$ cat config.mk
export PLATFORM = sky130hd
export DESIGN_NAME = instr_realign_buffer
export DESIGN_NICKNAME = d
export VERILOG_FILES = /design/src/rtl/instr_realign_buffer.sv
export SDC_FILE = /design/constraint.sdc
export NUM_CORES = 1
export LEC_CHECK = 0
export ABC_CLOCK_PERIOD_IN_PS = 16900
export BUFFER_PORTS_ARGS = -buffer_cell sky130_fd_sc_hd__buf_4
export CAP_MARGIN = 5
export CORE_MARGIN = 2
export CORE_UTILIZATION = 25
export DETAILED_ROUTE_END_ITERATION = 7
export GPL_TIMING_DRIVEN = 0
export HOLD_SLACK_MARGIN = 0.1
export PLACE_DENSITY = 0.41
export SETUP_SLACK_MARGIN = 0.05
export SLEW_MARGIN = 20
export SYNTH_ARGS = -nofsm -noshare
export SYNTH_HDL_FRONTEND = slang
export SYNTH_SLANG_ARGS = --single-unit
$ cat constraint.sdc
create_clock -name clk_i -period 16.9 [get_ports clk_i]
set_input_delay 2.535 -clock clk_i [delete_from_list [all_inputs] [get_ports clk_i]]
set_output_delay 2.535 -clock clk_i [all_outputs]
set_load 0.02 [all_outputs]
$ cat src/rtl/instr_realign_buffer.sv
// Fetch-side realignment buffer: turns word-aligned 32-bit fetch words into whole
// RISC-V instructions (16- or 32-bit) with their PC, handling straddles and redirects.
module instr_realign_buffer #(
  parameter int          ADDR_W   = 64,
  parameter logic [63:0] RESET_PC = 64'h0000_0000_8000_0000
) (
  input  logic              clk_i,
  input  logic              rst_i,
  input  logic              flush_i,
  input  logic [ADDR_W-1:0] flush_pc_i,
  input  logic              fetch_valid_i,
  output logic              fetch_ready_o,
  input  logic [31:0]       fetch_word_i,
  output logic              instr_valid_o,
  input  logic              instr_ready_i,
  output logic [31:0]       instr_o,
  output logic [ADDR_W-1:0] instr_pc_o,
  output logic              instr_is_c_o
);

  localparam logic [ADDR_W-1:0] RESET_HEAD = RESET_PC[ADDR_W-1:0] & ~ADDR_W'(1);

  logic [15:0]       r_hw [4];
  logic [2:0]        r_cnt;
  logic [ADDR_W-1:0] r_headPc;
  logic              r_dropLo;

  logic              w_isC;
  logic [2:0]        w_need;
  logic              w_push;
  logic              w_pop;
  logic [1:0]        w_popN;
  logic [2:0]        w_pushN;
  logic [2:0]        w_remain;
  logic [2:0]        w_cntNext;
  logic [15:0]       w_shifted [4];
  logic [15:0]       w_hwNext [4];

  assign w_isC         = (r_hw[0][1:0] != 2'b11);
  assign w_need        = w_isC ? 3'd1 : 3'd2;
  assign instr_valid_o = (r_cnt >= w_need);
  assign instr_o       = w_isC ? {16'h0, r_hw[0]} : {r_hw[1], r_hw[0]};
  assign instr_pc_o    = r_headPc;
  assign instr_is_c_o  = w_isC;
  assign fetch_ready_o = (r_cnt <= 3'd2);

  assign w_push    = fetch_valid_i && fetch_ready_o;
  assign w_pop     = instr_valid_o && instr_ready_i;
  assign w_popN    = w_pop ? (w_isC ? 2'd1 : 2'd2) : 2'd0;
  assign w_pushN   = !w_push ? 3'd0 : (r_dropLo ? 3'd1 : 3'd2);
  assign w_remain  = r_cnt - {1'b0, w_popN};
  assign w_cntNext = w_remain + w_pushN;

  // Pop shifts the queue down first; the pushed halfwords land right after what remains.
  always_comb begin
    case (w_popN)
      2'd1:    w_shifted = '{r_hw[1], r_hw[2], r_hw[3], r_hw[3]};
      2'd2:    w_shifted = '{r_hw[2], r_hw[3], r_hw[3], r_hw[3]};
      default: w_shifted = r_hw;
    endcase
    for (int i = 0; i < 4; i++) begin
      w_hwNext[i] = w_shifted[i];
      if (w_push) begin
        if (r_dropLo) begin
          if (3'(i) == w_remain) w_hwNext[i] = fetch_word_i[31:16];
        end else begin
          if (3'(i) == w_remain)        w_hwNext[i] = fetch_word_i[15:0];
          if (3'(i) == w_remain + 3'd1) w_hwNext[i] = fetch_word_i[31:16];
        end
      end
    end
  end

  // Halfword storage carries no reset: empty slots are don't-care.
  always_ff @(posedge clk_i) begin
    if (rst_i) begin
      r_cnt    <= 3'd0;
      r_headPc <= RESET_HEAD;
      r_dropLo <= RESET_PC[1];
    end else if (flush_i) begin
      r_cnt    <= 3'd0;
      r_headPc <= flush_pc_i & ~ADDR_W'(1);
      r_dropLo <= flush_pc_i[1];
    end else begin
      r_cnt    <= w_cntNext;
      r_hw     <= w_hwNext;
      r_headPc <= r_headPc + (ADDR_W'(w_popN) << 1);
      if (w_push) r_dropLo <= 1'b0;
    end
  end

endmodule

==> run_results.csv <==
group,metric,value,unit
run_status,outcome,"completed",
sta,finalSetupViolCount,0,
layout,final_nets,1347,
layout,seqCellArea,3260,um2
place,dpl_cell_area,11100,um2
yosys,synth_top_cell_by_area,"edfxtp_1",
sta,slew_headroom,34.2,%
setup_path,r2r-start,"r_hw[48]",
sta,max_freq,129,MHz
yosys,syn-cell-area,9010,um2
yosys,ys_types,64,
pwr,ir_drop,0.165,mV
cts,cts_root_buf,"clkbuf_16",
cts,clkTransAtPathRegs,0.06,ns
setup_path,worst_setup_path_start_kind,"primary input",
yosys,avgSynthCellArea,8.82,um2
layout,diodes,0,
cts,cts_buffers,17,
pwr,total_leakage_power,0.00447,uW
cts,clk_path_buf_depth,2,
layout,area_delta_synth_final,30.3,%
setup_path,cp-end-kind,"register",
yosys,syn_nets,1131,
drt,dr.pass1.iters,5,
yosys,yosys.area_share.simple,17.6,%
sta,holdWs,0.570,ns
global_route,grt_pass1_wl,56700,um
cts,cts_hold_buf,0,
setup_path,crit_slowest_cell,"fa_1",
floorplanning,die_h,194,um
drt,num_vias,9094,
setup_path,startpoint,"instr_ready_i",
sta,final.min_clock_period,7.78,ns
layout,multi_input_comb_area,5110,um2
yosys,synth_fa_ha_area_share,1.50,%
drt,ant_nets,0,
layout,fin_util,33.0,%
yosys,synth-seq-cells,131,
yosys,postSynthCellCount,1021,
yosys,synthXorXnorAreaFrac,5.64,%
floorplanning,die_w,194,um
setup_path,cp_max_fo,10,
cts,cts_setup_buffers,0,
setup_path,crit_chain,"buf_4, o21a_1, a31o_1, buf_4, buf_4, buf_2, buf_2, nand3_1, fa_1, clkbuf_1, clkinv_1, nor2_1, ha_1, buf_1, nor2b_1, nand2_1, o32ai_2, buf_2, a32oi_1, o21ai_0",
global_route,overflow,0,
setup_path,crit_arrival,8.04,ns
layout,layout-drive-gt1-share,25.4,%
place,dp.cells,1679,
cts,cts_tree,"built",
setup_path,cp_slowest_stage_delay,0.60,ns
yosys,synth_ff_type,"dfxtp_1",
drt,wl,38100,um
sta,rsz0062_at_grt,"false",
sta,hold_viol_final,0,
layout,fin_cells,1711,
pwr,powerDensity,215,nW/um2
drt,drt-initial-drc-count,736,
flow_run,max_cap_violations,0,
floorplanning,fp.dieArea,37600,um2
global_route,antenna_found_initial,1,
floorplanning,ios,200,
place,gp_congestion,0.864,
yosys,synth-compound-area-share,21.9,%
layout,design_area,11700,um2
global_route,track_usage,19.8,%
yosys,synthMuxAreaShare,10.0,%
yosys,async_reset_ff_share,0,%
floorplanning,core,35600,um2
cts,ctsResizeCount,0,
sta,worst_slew_pin_slew,0.987,ns
drt,drc,0,
place,io_buffers,195,
yosys,synth_top_area_share,21.3,%
floorplanning,initial_core_util,25.3,%
sta,final_max_slew_viol_count,0,
cts,clk_latency,0.44,ns
place,dp_hpwl,28100,um
global_route,grt_pass1_vias,9014,
worst_hold_path,min_from,"instr_pc_o[63]",
yosys,yosysSeqAreaShare,36.2,%
floorplanning,rows,69,
sta,final.setup.tns,0,ns
drt,wl_per_cell,22.3,um
yosys,synth_area_leaders,"edfxtp_1, dfxtp_1, mux2i_1, a211oi_1, o21ai_0",
setup_path,critPathKind,"primary input to register",
sta,final.period_utilization,46.0,%
worst_hold_path,hold_class,"register to register",
layout,fillers,3826,
drt,via_per_inst,5.32,
yosys,synth_edf_count,64,
sta,finClkSkew,0.0120,ns
global_route,grt_start_max_net_pins,22,
cts,clock-sinks,131,
cts,htree_levels,4,
yosys,synth_top_family_by_area,"compound AO/OA/AOI/OAI gates",
setup_path,cp.required,17.16,ns
yosys,synth_warnings,0,
## synth_stat cells, types with 3 or more instances
cell type,n
nor2_1,91
o21ai_0,91
a211oi_1,69
dfxtp_1,67
edfxtp_1,64
mux2i_1,54
clkbuf_1,51
nor3_1,48
nand2_1,47
a21oi_1,45
inv_1,33
mux2_2,32
o221ai_1,30
xor2_1,30
nand3_1,29
xnor2_1,28
and3_1,24
nand4_1,24
buf_4,20
buf_2,19
a32oi_1,16
and2_1,9
and4_1,8
or3_1,7
ha_1,6
nor4_1,6
o21a_1,6
nand2b_1,5
buf_1,4
buf_6,4
a211o_1,3
a311oi_1,3
fa_1,3
nor3b_1,3
nor4_2,3
## state kept, by name, summed over array words and instances (netlist names)
register and cells:
instr_pc_o 63, r_cnt 3, r_dropLo 1, r_hw 64
## metal layers
| metal | wire (um) | up-vias | track usage [%] | part of all wire, % |
|---|---|---|---|---|
| met5 | 16 | - | 0 | 0.042 |
| met4 | 771 | 2 | 6.09 | 2.0 |
| met3 | 2950 | 55 | 5.24 | 7.7 |
| met2 | 16800 | 381 | 30.1 | 44 |
| met1 | 17600 | 4395 | 27.3 | 46 |
| li1 | - | 4261 | - | - |
## critical path: cells and delay by family
kind | cells | cell delay, ns
compound gates | 5 | 0.85
fa+ha+maj | 2 | 0.74
buf+inv | 9 | 2.97
simple gates | 4 | 0.90
## worst paths after layout
kind	to	slack [ns]	depth (start not counted)
setup / recovery	r_hw[27]	9.12	20
hold / removal	instr_pc_o[63]	0.57	2
setup reg to reg	r_hw[27]	9.39	22
hold reg to reg	instr_pc_o[63]	0.57	2
## cell type report
type	count	share of cell area [%]
Inverter	37	1.18
Clock inverter	9	0.949
Clock buffer	23	4.45
Timing Repair Buffer	197	12.9
Sequential cell	131	27.8
Multi-Input combinational cell	754	43.6
Buffer	99	4.27
Tap cell	461	4.91
## placed cells by master (no fill, tap or decap), types with 16 or more instances in the layout
cell	netlist	final
a211oi_1	69	69
a32oi_1	16	16
and3_1	24	24
mux2i_1	54	54
dfxtp_1	67	67
buf_2	19	19
nor2_1	91	90
xor2_1	30	30
o21ai_0	91	91
o221ai_1	30	30
inv_1	33	33
nand2_1	47	47
nor3_1	48	48
clkbuf_1	51	53
mux2_2	32	32
edfxtp_1	64	64
clkbuf_16	0	20
buf_4	20	215
nand3_1	29	29
xnor2_1	28	28
nand4_1	24	24
a21oi_1	45	45
## kinds of logic (layout without fill, tap and decap cells)
kind of cell | count (synthesis) | in the layout
other | 1 | 1
AO/OA/AOI/OAI | 290 | 290
adder cells (fa/ha/maj) | 9 | 9
AND/OR/NAND/NOR | 310 | 310
XOR/XNOR | 58 | 58
flip-flops | 131 | 131
buffers and inverters | 136 | 365
multiplexers | 86 | 86
## through the flow
step                      power (uW)  worst slack [ns]
final                           2520              9.12
after global routing            2660              8.91
after CTS                       2510              9.26
after detailed placement        2090              8.82
after global placement          2080              8.63
after floorplan                 1530             10.35
## power by group
part | leakage [uW] | internal, uW | total, uW | switching, uW
clock | 0.000307 | 249 | 408 | 159
sequential | 0.00115 | 459 | 511 | 51.7
combinational | 0.00301 | 539 | 1600 | 1060
No activity file was read; power rests on OpenSTA's default activity.
